<file path="src/rtl/spike_event_injector_if.sv">
// Purpose: AXI-stream style event channel carrying neuron-index beats into
//          spike_event_injector.
// Signals:
//   tvalid  source -> sink  beat valid
//   tready  sink -> source  beat accepted when tvalid & tready
//   tdata   source -> sink  [W-2:0] neuron index, [W-1] force flag
//   tlast   source -> sink  last beat of the current frame
// Modports: master (event source), slave (injector side).
interface spike_event_injector_if #(
  parameter int unsigned W = 16
) ();
  logic         tvalid;
  logic         tready;
  logic [W-1:0] tdata;
  logic         tlast;

  modport master (output tvalid, output tdata, output tlast, input tready);
  modport slave  (input tvalid, input tdata, input tlast, output tready);
endinterface

</file>
<file path="src/rtl/spike_event_injector.sv">
// Purpose: decodes a stream of neuron-index events into per-time-step spike
//          vectors and keeps a T-deep history (spike_in[0] newest) for a
//          neuron block. tlast closes a frame; time_step commits it.
// Ports:
//   clk, reset     rising-edge clock, synchronous active-high reset
//   s              event stream (slave modport of spike_event_injector_if)
//   time_step      one-cycle commit pulse
//   spike_in       T entries of N spike bits, [0] newest ... [T-1] oldest
//   step_done      one-cycle pulse after a commit or an underrun shift
//   index_err      sticky: a beat with index >= N was received
//   underrun_err   sticky: time_step arrived with no closed frame
// Optional feature, macro SPIKE_INJECT_FORCE_EN:
//   force_spike_en / force_spike_neuron_select pulse for one cycle when a
//   beat with tdata[W-1] set is accepted; such beats leave pending alone.
//   Without the macro tdata[W-1] is ignored and the beat is a normal event.
module spike_event_injector #(
  parameter int unsigned N = 16,
  parameter int unsigned T = 4,
  parameter int unsigned W = 16
) (
  input  logic                   clk,
  input  logic                   reset,
  spike_event_injector_if.slave  s,
  input  logic                   time_step,
  output logic [T-1:0][N-1:0]    spike_in,
  output logic                   step_done,
  output logic                   index_err,
  output logic                   underrun_err
`ifdef SPIKE_INJECT_FORCE_EN
  ,
  output logic                   force_spike_en,
  output logic [$clog2(N)-1:0]   force_spike_neuron_select
`endif
);

  localparam int unsigned IW = W - 1;
  localparam int unsigned NW = $clog2(N);

  typedef enum logic [1:0] {COLLECT, READY, COMMIT} state_t;

  state_t              state, state_n;
  logic                tready_q;
  logic [N-1:0]        pending, pending_n;
  logic [T-1:0][N-1:0] hist_n;
  logic [IW-1:0]       idx;
  logic                force_bit;
  logic                in_range;
  logic                accept;
  logic                commit;
  logic                underrun;
  logic                done_n;

  assign s.tready = tready_q;
  assign idx      = s.tdata[IW-1:0];
  assign in_range = (idx < IW'(N));
  assign accept   = s.tvalid & tready_q;

`ifdef SPIKE_INJECT_FORCE_EN
  assign force_bit = s.tdata[W-1];
`else
  logic unused_force_bit;
  assign force_bit        = 1'b0;
  assign unused_force_bit = s.tdata[W-1];
`endif

  // State register
  always_ff @(posedge clk) begin
    if (reset) state <= COLLECT;
    else       state <= state_n;
  end

  // Next state and control strobes
  always_comb begin
    state_n  = state;
    commit   = 1'b0;
    underrun = 1'b0;
    done_n   = 1'b0;
    case (state)
      COLLECT: begin
        // An open frame cannot be committed; shift a blank step instead
        if (time_step) begin
          underrun = 1'b1;
          done_n   = 1'b1;
        end
        if (accept && s.tlast) state_n = READY;
      end
      READY: begin
        if (time_step) begin
          commit  = 1'b1;
          state_n = COMMIT;
        end
      end
      COMMIT: begin
        done_n  = 1'b1;
        state_n = COLLECT;
      end
      default: state_n = COLLECT;
    endcase
  end

  // Pending frame accumulation and history shift
  always_comb begin
    pending_n = pending;
    if (accept && !force_bit && in_range) pending_n[NW'(idx)] = 1'b1;
    if (commit) pending_n = '0;

    hist_n    = spike_in;
    hist_n[0] = commit ? pending : '0;
    for (int unsigned k = 1; k < T; k++) hist_n[k] = spike_in[k-1];
  end

  // Datapath registers
  always_ff @(posedge clk) begin
    if (reset) begin
      tready_q     <= 1'b1;
      pending      <= '0;
      spike_in     <= '0;
      step_done    <= 1'b0;
      index_err    <= 1'b0;
      underrun_err <= 1'b0;
    end else begin
      tready_q  <= (state_n == COLLECT);
      pending   <= pending_n;
      step_done <= done_n;
      if (commit || underrun)   spike_in     <= hist_n;
      if (accept && !in_range)  index_err    <= 1'b1;
      if (underrun)             underrun_err <= 1'b1;
    end
  end

`ifdef SPIKE_INJECT_FORCE_EN
  // Force pulse: one cycle, select latched with the pulse
  always_ff @(posedge clk) begin
    if (reset) begin
      force_spike_en            <= 1'b0;
      force_spike_neuron_select <= '0;
    end else begin
      force_spike_en <= accept && force_bit && in_range;
      if (accept && force_bit && in_range) force_spike_neuron_select <= NW'(idx);
    end
  end
`endif

endmodule

</file>
<file path="src/flat_wrapper.sv">
// flat-port wrapper written by rule: the top's interface ports become plain ports
module spike_event_injector_flat 
#(
  parameter int unsigned N = 16,
  parameter int unsigned T = 4,
  parameter int unsigned W = 16
)
  (clk, reset, time_step, spike_in, step_done, index_err, underrun_err, s_tvalid, s_tdata, s_tlast, s_tready);
  spike_event_injector_if #(.W(W)) s_i ();
  input  logic clk;
  input  logic reset;
  input  logic time_step;
  output logic [T-1:0][N-1:0] spike_in;
  output logic step_done;
  output logic index_err;
  output logic underrun_err;
  input wire logic [$bits(s_i.tvalid)-1:0] s_tvalid;
  input wire logic [$bits(s_i.tdata)-1:0] s_tdata;
  input wire logic [$bits(s_i.tlast)-1:0] s_tlast;
  output wire logic [$bits(s_i.tready)-1:0] s_tready;
  assign s_i.tvalid = s_tvalid;
  assign s_i.tdata = s_tdata;
  assign s_i.tlast = s_tlast;
  assign s_tready = s_i.tready;
  spike_event_injector #(.N(N), .T(T), .W(W)) u_core (.clk(clk), .reset(reset), .s(s_i), .time_step(time_step), .spike_in(spike_in), .step_done(step_done), .index_err(index_err), .underrun_err(underrun_err));
endmodule
</file>
<file path="config.mk">
export PLATFORM = sky130hd
export DESIGN_NAME = spike_event_injector_flat
export DESIGN_NICKNAME = d
export VERILOG_FILES = /design/src/rtl/spike_event_injector_if.sv /design/src/rtl/spike_event_injector.sv /design/src/flat_wrapper.sv
export SDC_FILE = /design/constraint.sdc
export NUM_CORES = 1
export LEC_CHECK = 0
export ABC_AREA = 0
export CAP_MARGIN = 20
export CORE_UTILIZATION = 49
export CTS_CLUSTER_DIAMETER = 200
export DETAILED_ROUTE_END_ITERATION = 10
export GPL_ROUTABILITY_DRIVEN = 0
export MAX_ROUTING_LAYER = met4
export PLACE_DENSITY = 0.79
export SYNTH_ARGS = -nofsm -noshare
export SYNTH_HDL_FRONTEND = slang
export SYNTH_SLANG_ARGS = --single-unit
</file>
<file path="constraint.sdc">
create_clock -name clk -period 1.3 [get_ports clk]
set_input_delay 0.195 -clock clk [delete_from_list [all_inputs] [get_ports clk]]
set_output_delay 0.195 -clock clk [all_outputs]
set_load 0.03 [all_outputs]
</file>
# After elaboration in Yosys (flattened, before gate mapping)
# Index checks and enable logic that the tools add are counted.
dict set report classes {
  eq_ne 2
  n_mux 10
  n_bitwise 2
  magnitude_cmp 3
  reduce_logical 9
}
# cell n
set ops {}
lappend ops {{$mux W16} 1}
lappend ops {{$or A16 B16 Y16} 1}
lappend ops {{$lt A15 B5 Y1 const B} 1}
lappend ops {{$lt A4 B5 Y1 const B} 1}
lappend ops {{$demux W1 S4} 1}
lappend ops {{$ge A4 B1 Y1 const B} 1}
lappend ops {{$logic_and A1 B1 Y1} 4}
lappend ops {{$logic_not A2 Y1} 2}
lappend ops {{$mux W1} 4}
lappend ops {{$mux W2} 2}
lappend ops {{$pmux W2 S2} 1}
lappend ops {{$eq A2 B1 Y1 const B} 1}
lappend ops {{$eq A2 B2 Y1 const B} 1}
lappend ops {{$pmux W1 S2} 1}
lappend ops {{$reduce_or A2 Y1} 1}
lappend ops {{$and A1 B1 Y1} 1}
lappend ops {{$logic_not A1 Y1} 1}
lappend ops {{$logic_or A1 B1 Y1} 1}
dict set report word_totals {
  out_inout_bits 68
  input_bits 21
  register_bits 86
}

# Depth between registers and ports, before layout
dict set report logic_depth {
  word_depth 5
  depth_mapped 5
  ltp_nobuf 3
}

# Worst setup path after synthesis
# Ideal clock, no wire load.
dict set report synth_path {
  kind {reg-to-reg}
  start {reg u_core.tready_q, in the netlist u_core.s.tready}
  end {reg u_core.pending[0]}
  setup_time_ns 0.072
  stages_incl_launch_ff 4
  slack_ns 0.067
  t_arrival_ns 1.161
  period_less_slack_ns 1.233
  cell_sequence {dfxtp_1 -> nor4bb_1 -> nand4_1 -> o2bb2ai_1}
}
dict set report synth_between {
  elab_chain_cells 2
}
# element line_no
set synth_rtl {}
lappend synth_rtl {{from (decl)} spike_event_injector.sv:42} ;# logic tready_q;
lappend synth_rtl {{from (signal assigned)} spike_event_injector.sv:122} ;# tready_q <= (state_n == COLLECT);
lappend synth_rtl {{$and A1 B1 Y1} spike_event_injector.sv:56} ;# assign accept = s.tvalid & tready_q;
lappend synth_rtl {{$logic_and A1 B1 Y1} spike_event_injector.sv:104} ;# if (accept && !force_bit && in_range) pending_n[NW'(idx)] = 1'b1;
lappend synth_rtl {{to (signal assigned)} spike_event_injector.sv:123} ;# pending <= pending_n;
lappend synth_rtl {{to (decl)} spike_event_injector.sv:43} ;# logic [N-1:0] pending, pending_n;
# Every way passes these cells.
# A chain may end at the register's enable or synchronous reset.

# Worst setup path in the final report
dict set report layout_path {
  start {reg u_core.spike_in[26] (netlist name)}
  end {out spike_in[26] (netlist name)}
}
# element line_no
set layout_lines {}
lappend layout_lines {{from (decl)} spike_event_injector.sv:25} ;# output logic [T-1:0][N-1:0] spike_in,
lappend layout_lines {{from (signal assigned)} spike_event_injector.sv:125} ;# if (commit || underrun) spike_in <= hist_n;
lappend layout_lines {{to (decl)} flat_wrapper.sv:13} ;# output logic [T-1:0][N-1:0] spike_in;
# No word-level cell between the ends.

==> out/results.tsv <==
metric	value	unit
p_leak	0.001530	uW
yosysSeqAreaShare	47.58	%
instances_no_fill	549	
worstPathMaxFanout	3	
area_growth	16.77	%
worst_setup_path_start_kind	flip-flop	
dp.cells	533	
crit_chain	clkdlybuf4s15_2	
die-height	87.94	um
rows	30	
cpLargestDelayFamily	flip-flops	
drtIter0Drc	142	
tightest_slew	0.3345	ns
cp.arrival	1.04	ns
cap_violations	0	
nets	469	
h-tree-depth	3	
total_power	4816	uW
drive_gt1_share	29.80	%
fillCellCount	616	
drcViolationCount	0	
clk_pin_slew	0.08	ns
postCtsSetupRepairBufs	0	
slowest_stage	dfxtp_1	
clk_latency	0.34	ns
outcome	finished clean	
synth_top_cell_area_share	47.58	%
synth.area.top_cells	dfxtp_1 48%, nand2_1 11%, buf_4 10%	
initial_core_util	52.11	%
numCtsBuffers	9	
synth_nets	422	
clock-sinks	86	
synth_cell_types	34	
crit_required	1.11	ns
finalClockSkew	0.007923	ns
track_usage	19.81	%
setup_violations	0	
relSlewSlack	77.70	%
synth_cells	401	
hold_slack	0.1929	ns
hold_path.class	in2reg	
crit_buf_inv	1	
synth_warnings	0	
avgSynthCellArea	9.024	um^2
overflow	0	
synth-seq-cells	86	
antenna_found_initial	0	
netlist_area	3618	um^2
wirelength	7.074	mm
final-seq-area	1723	um^2
core	6944	um^2
multi_input_area	1306	um^2
ir_drop	537.2	uV
hpwl	5.018	mm
antenna_cells	0	
final_antenna_net_count	0	
yosys.area.top_type	dfxtp_1	
hold_violations	0	
root_buffer	clkbuf_8	
boundaryPins	89	
tns	0	ns
vias	2750	
die_w	87.94	um
grt_max_degree	43	
final.period_utilization	94.99	%
power_density	1140	nW/um^2
drv_slew	0	
grt_first_pass_wirelength	11.52	mm
grt_pass1_vias	2540	
dr.pass1.iters	4	
cts_tree	built	
viasPerCell	5.009	
cpPeakStageDelay	0.39	ns
critPathCaptureType	primary output	
drt-wirelength-per-cell	12.89	um
dieArea	7733	um^2
cts_max_path_buffers	2	
period_needed	1.235	ns
place.port_buffers	87	
worstSetupPathType	reg2out	
final_core_util	60.85	%
max_freq	0.8098	GHz
[where the power goes]
group / internal [uW] / switching [uW] / total [uW] / leakage (uW)
clock network: 890 / 934 / 1820 / 0.0000914
logic: 134 / 206 / 340 / 0.000745
registers: 2640 / 8.39 / 2650 / 0.000694
[what timing repair did]
item	4_1_cts	5_1_grt
setup endpoints to repair	61	65
pin swaps	0	1
gates resized for setup	110	69
hold buffers	0	0
[synthesized netlist by cell type, drive strengths merged]
library cell and n:
a21oi 66, a211o 1, nor4 2, nor3 3
clkbuf 5, mux2 1, nand4 5, o2bb2ai 16
o21a 1, nor4bb 1, nor2 4, nand4b 2
a31oi 1, nand2b 1, nand3b 1, inv 2
buf 68, and4b 2, nor2b 1, nand3 18
and4 1, dfxtp 86, nand2 113
[flip-flops by register name, indices dropped and copies added, names as in the netlist]
name / count
u_core.pending: 16
u_core.spike_in: 64
u_core.s.tready: 1
u_core.step_done: 1
u_core.underrun_err: 1
u_core.index_err: 1
u_core.state: 2
[routing by layer]
| layer | global-route usage [%] | vias to the layer above | routed length, um |
|---|---|---|---|
| li1 | - | 1400 | - |
| met1 | 24.13 | 1260 | 3225 |
| met2 | 30.94 | 80 | 3346 |
| met3 | 6.126 | 10 | 370 |
| met4 | 7.004 | 0 | 132 |
| met5 | - | - | 0 |
[stage by stage]
step | cell area (um^2) | worst slack, ns
2_1_floorplan | 3618 | 0.06691
3_3_place_gp | 4250 | -0.2020
3_5_place_dp | 4250 | -0.2321
4_1_cts | 4434 | 0.00001144
5_1_grt | 4225 | -0.02291
6_report | 4225 | 0.06511
[worst paths after layout]
check                                         from                          endpoint  slack [ns]  cells after the start
hold reg to reg   u_core.spike_in[63]$_SDFFE_PP0P_  u_core.spike_in[63]$_SDFFE_PP0P_        0.46                      2
setup reg to reg        u_core.s.tready$_SDFF_PP1_    u_core.pending[3]$_SDFFE_PP0P_        0.14                      3
hold / removal                               reset        u_core.state[1]$_SDFF_PP0_        0.19                      2
setup / recovery  u_core.spike_in[26]$_SDFFE_PP0P_                      spike_in[26]        0.07                      1
[final cells by class]
| type | count | area share (%) |
|---|---|---|
| Sequential cell | 86 | 40.78 |
| Multi-Input combinational cell | 240 | 30.91 |
| Timing Repair Buffer | 109 | 20.58 |
| Clock buffer | 9 | 2.932 |
| Tap cell | 96 | 2.843 |
| Clock inverter | 7 | 1.777 |
| Inverter | 2 | 0.1777 |
[cell families after synthesis]
logic type | Yosys count | share of synthesized area [%]
AND/OR/NAND/NOR | 154 | 20.37
flip-flops | 86 | 47.58
AO/OA/AOI/OAI | 85 | 15.18
buffers and inverters | 75 | 16.56
multiplexers | 1 | 0.3112
[layout by cell type, fill, tap and decap left out, types with 2 or more instances in the layout]
cell and count:
a21oi_1 53, a21oi_2 12, and4b_1 2, buf_12 7
buf_4 22, clkbuf_2 48, clkbuf_8 9, clkdlybuf4s15_1 4
clkdlybuf4s15_2 8, clkdlybuf4s50_1 18, clkinv_4 2, clkinvlp_4 3
dfxtp_1 85, nand2_1 103, nand2_2 10, nand3_1 17
nand4_1 5, nand4b_1 2, nor2_1 4, nor3_1 2
nor4_4 2, o2bb2ai_1 15
Power figures use the tool's default switching activity.
==> variant, RTL diff (same flow settings) <==
Re-encode `state_t` (3 states) as one-hot, 3 bits wide.
--- a/src/rtl/spike_event_injector.sv
+++ b/src/rtl/spike_event_injector.sv
@@ -36,7 +36,7 @@
   localparam int unsigned IW = W - 1;
   localparam int unsigned NW = $clog2(N);
 
-  typedef enum logic [1:0] {COLLECT, READY, COMMIT} state_t;
+  typedef enum logic [2:0] {COLLECT = 3'b001, READY = 3'b010, COMMIT = 3'b100} state_t;
 
   state_t              state, state_n;
   logic                tready_q;
Behaviour: no difference found for any inputs over 4 cycles, from zero or initial values and one cycle with reset high; so few cycles prove little.
==> variant against the unedited design <==
  * Sequential cell count rose by 1
  * Routed wire length rose by 30%
  * Die area rose by 0.91%
  * Clock skew rose by 0.0058 ns
  * Utilization rose by 5.8 points
  * Power rose by 11%
  * Largest power group unchanged
  * Synthesized area rose by 0.93%
  * Critical path depth rose by 5
  * Worst setup slack got worse by 0.064 ns
  * Via count rose by 10%
  * Final area rose by 14%
==> variant: results (changes against the unedited design) <==
Synth cell types = 36 (+5.9%)
Measured slew at the worst slew-check pin = 0.3337 ns (-0.0007355 ns)
R2R Setup Slk = 0.0007 ns (-0.14 ns)
Slowest CP cell = dfxtp_4
CTS resizes = 110 (unchanged)
Fin Hold WS = 0.1993 ns (+0.006338 ns)
Vias/cell = 5.542 (+11%)
Hold depth = 2 (unchanged)
Largest regs = u_core.spike_in: 64 flops, u_core.pending: 16 flops, u_core.state: 3 flops
WL/cell = 16.77 um (+30%)
P&R area growth vs syn = 31.55%
Most frequent cells after synthesis = 87 x dfxtp_1, 52 x buf_4, 49 x a21oi_1, 49 x nand3_1, 43 x o21ai_0
Min-Delay Endpoint = u_core.underrun_err
Sequential fraction of the synthesis area = 0.4769 (+0.001080)
Met2 GRT Util = 0.3476 (+0.03818)
Peak supply drop = 521.1 uV (-3.0%)
Final Skew = 0.01375 ns (+0.005827 ns)
DR iter-0 viols = 201 (+42%)
Net Sw Power = 1.341 mW (+17%)
Static Leak = 1.763 nW (+15%)
Ys async rst share = 0 (unchanged)
Status = finished clean
Worst r2r path cells = 6 (+3)
Pre-CTS setup slack = -0.3125 ns (-0.08040 ns)
Fin nets = 465 (-0.85%)
WP data arrival = 1.53 ns (+0.49 ns)
FF-to-FF Start = u_core.state[1]
Clock Latency Late Sink = 0.36 ns (+0.02 ns)
Dominant cells by area after synthesis = dfxtp_1 48%, buf_4 11%, a21oi_1 6.7%, nand3_1 6.7%, o21ai_0 5.9%
Cell Area, Placed = 4433 um^2 (+4.3%)
Inst Count DP = 520 (-2.4%)
Tcrit/Tclk final = 0.9994 (+0.04951)
Post CTS Setup Buffer Count = 4 (+4)
First-pass DRT Iterations = 5 (+1)
Layout cells sized above 1 = 0.3474 (+0.04943)
Vias in the first global route = 2,590 (+2.0%)
FF-to-FF End = u_core.spike_in[37]
Max FO, Critical Path = 12 (+9)
Largest net degree at the start of global routing = 49 (+14%)
DP HPWL = 5638 um (+12%)
# fillers = 580 (-5.8%)
First-pass GRT wire length = 13,240 um (+15%)
Met1 GRT Util = 0.3053 (+0.06401)
==> variant: cell type report <==
type | count | share of cell area
Inverter | 1 | 0.0007812
Multi-Input combinational cell | 215 | 0.3026
Tap cell | 99 | 0.02578
Clock inverter | 6 | 0.01927
Clock buffer | 10 | 0.02656
Sequential cell | 87 | 0.3646
Timing Repair Buffer | 130 | 0.2604
==> variant: metal layers <==
layer	vias up	share of wire
li1	1485	-
met5	-	0
met1	1421	0.43
met2	123	0.51
met4	0	0.0062
met3	8	0.056
==> variant: kinds of logic (layout without fill, tap and decap cells) <==
group | count (synthesis) | count (layout) | share of synthesized area
AND/OR/NAND/NOR | 77 | 77 | 0.1281
buffers and inverters | 81 | 147 | 0.1500
flip-flops | 87 | 87 | 0.4769
XOR/XNOR | 2 | 2 | 0.01508
AO/OA/AOI/OAI | 135 | 135 | 0.2271
multiplexers | 1 | 1 | 0.002741
==> variant: power by group through the flow <==
stage          clock network [mW]  logic [mW]  registers (mW)
6_report                     2.10       0.577            2.69
5_1_grt                      2.22       0.608            2.69
4_1_cts                      2.09       0.458            2.69
3_5_place_dp                    0       0.429            2.75
3_3_place_gp                    0       0.422            2.75
2_1_floorplan                   0       0.237            2.76
==> variant: how the worst max path moves through the flow <==
stage                        startpoint                   to
detailed placement            time_step    u_core.pending[5]
CTS                 u_core.spike_in[40]         spike_in[40]
global placement              time_step    u_core.pending[3]
global route            u_core.state[0]  u_core.spike_in[53]
finish                  u_core.state[1]  u_core.spike_in[37]
floorplan               u_core.s.tready    u_core.pending[0]
==> variant: worst max-delay path: cells and delay by family (launching register included) <==
family	cells	cell delay, ns
compound gates	2	0.23
buf+inv	3	0.42
flops	1	0.38
xor+xnor	1	0.14
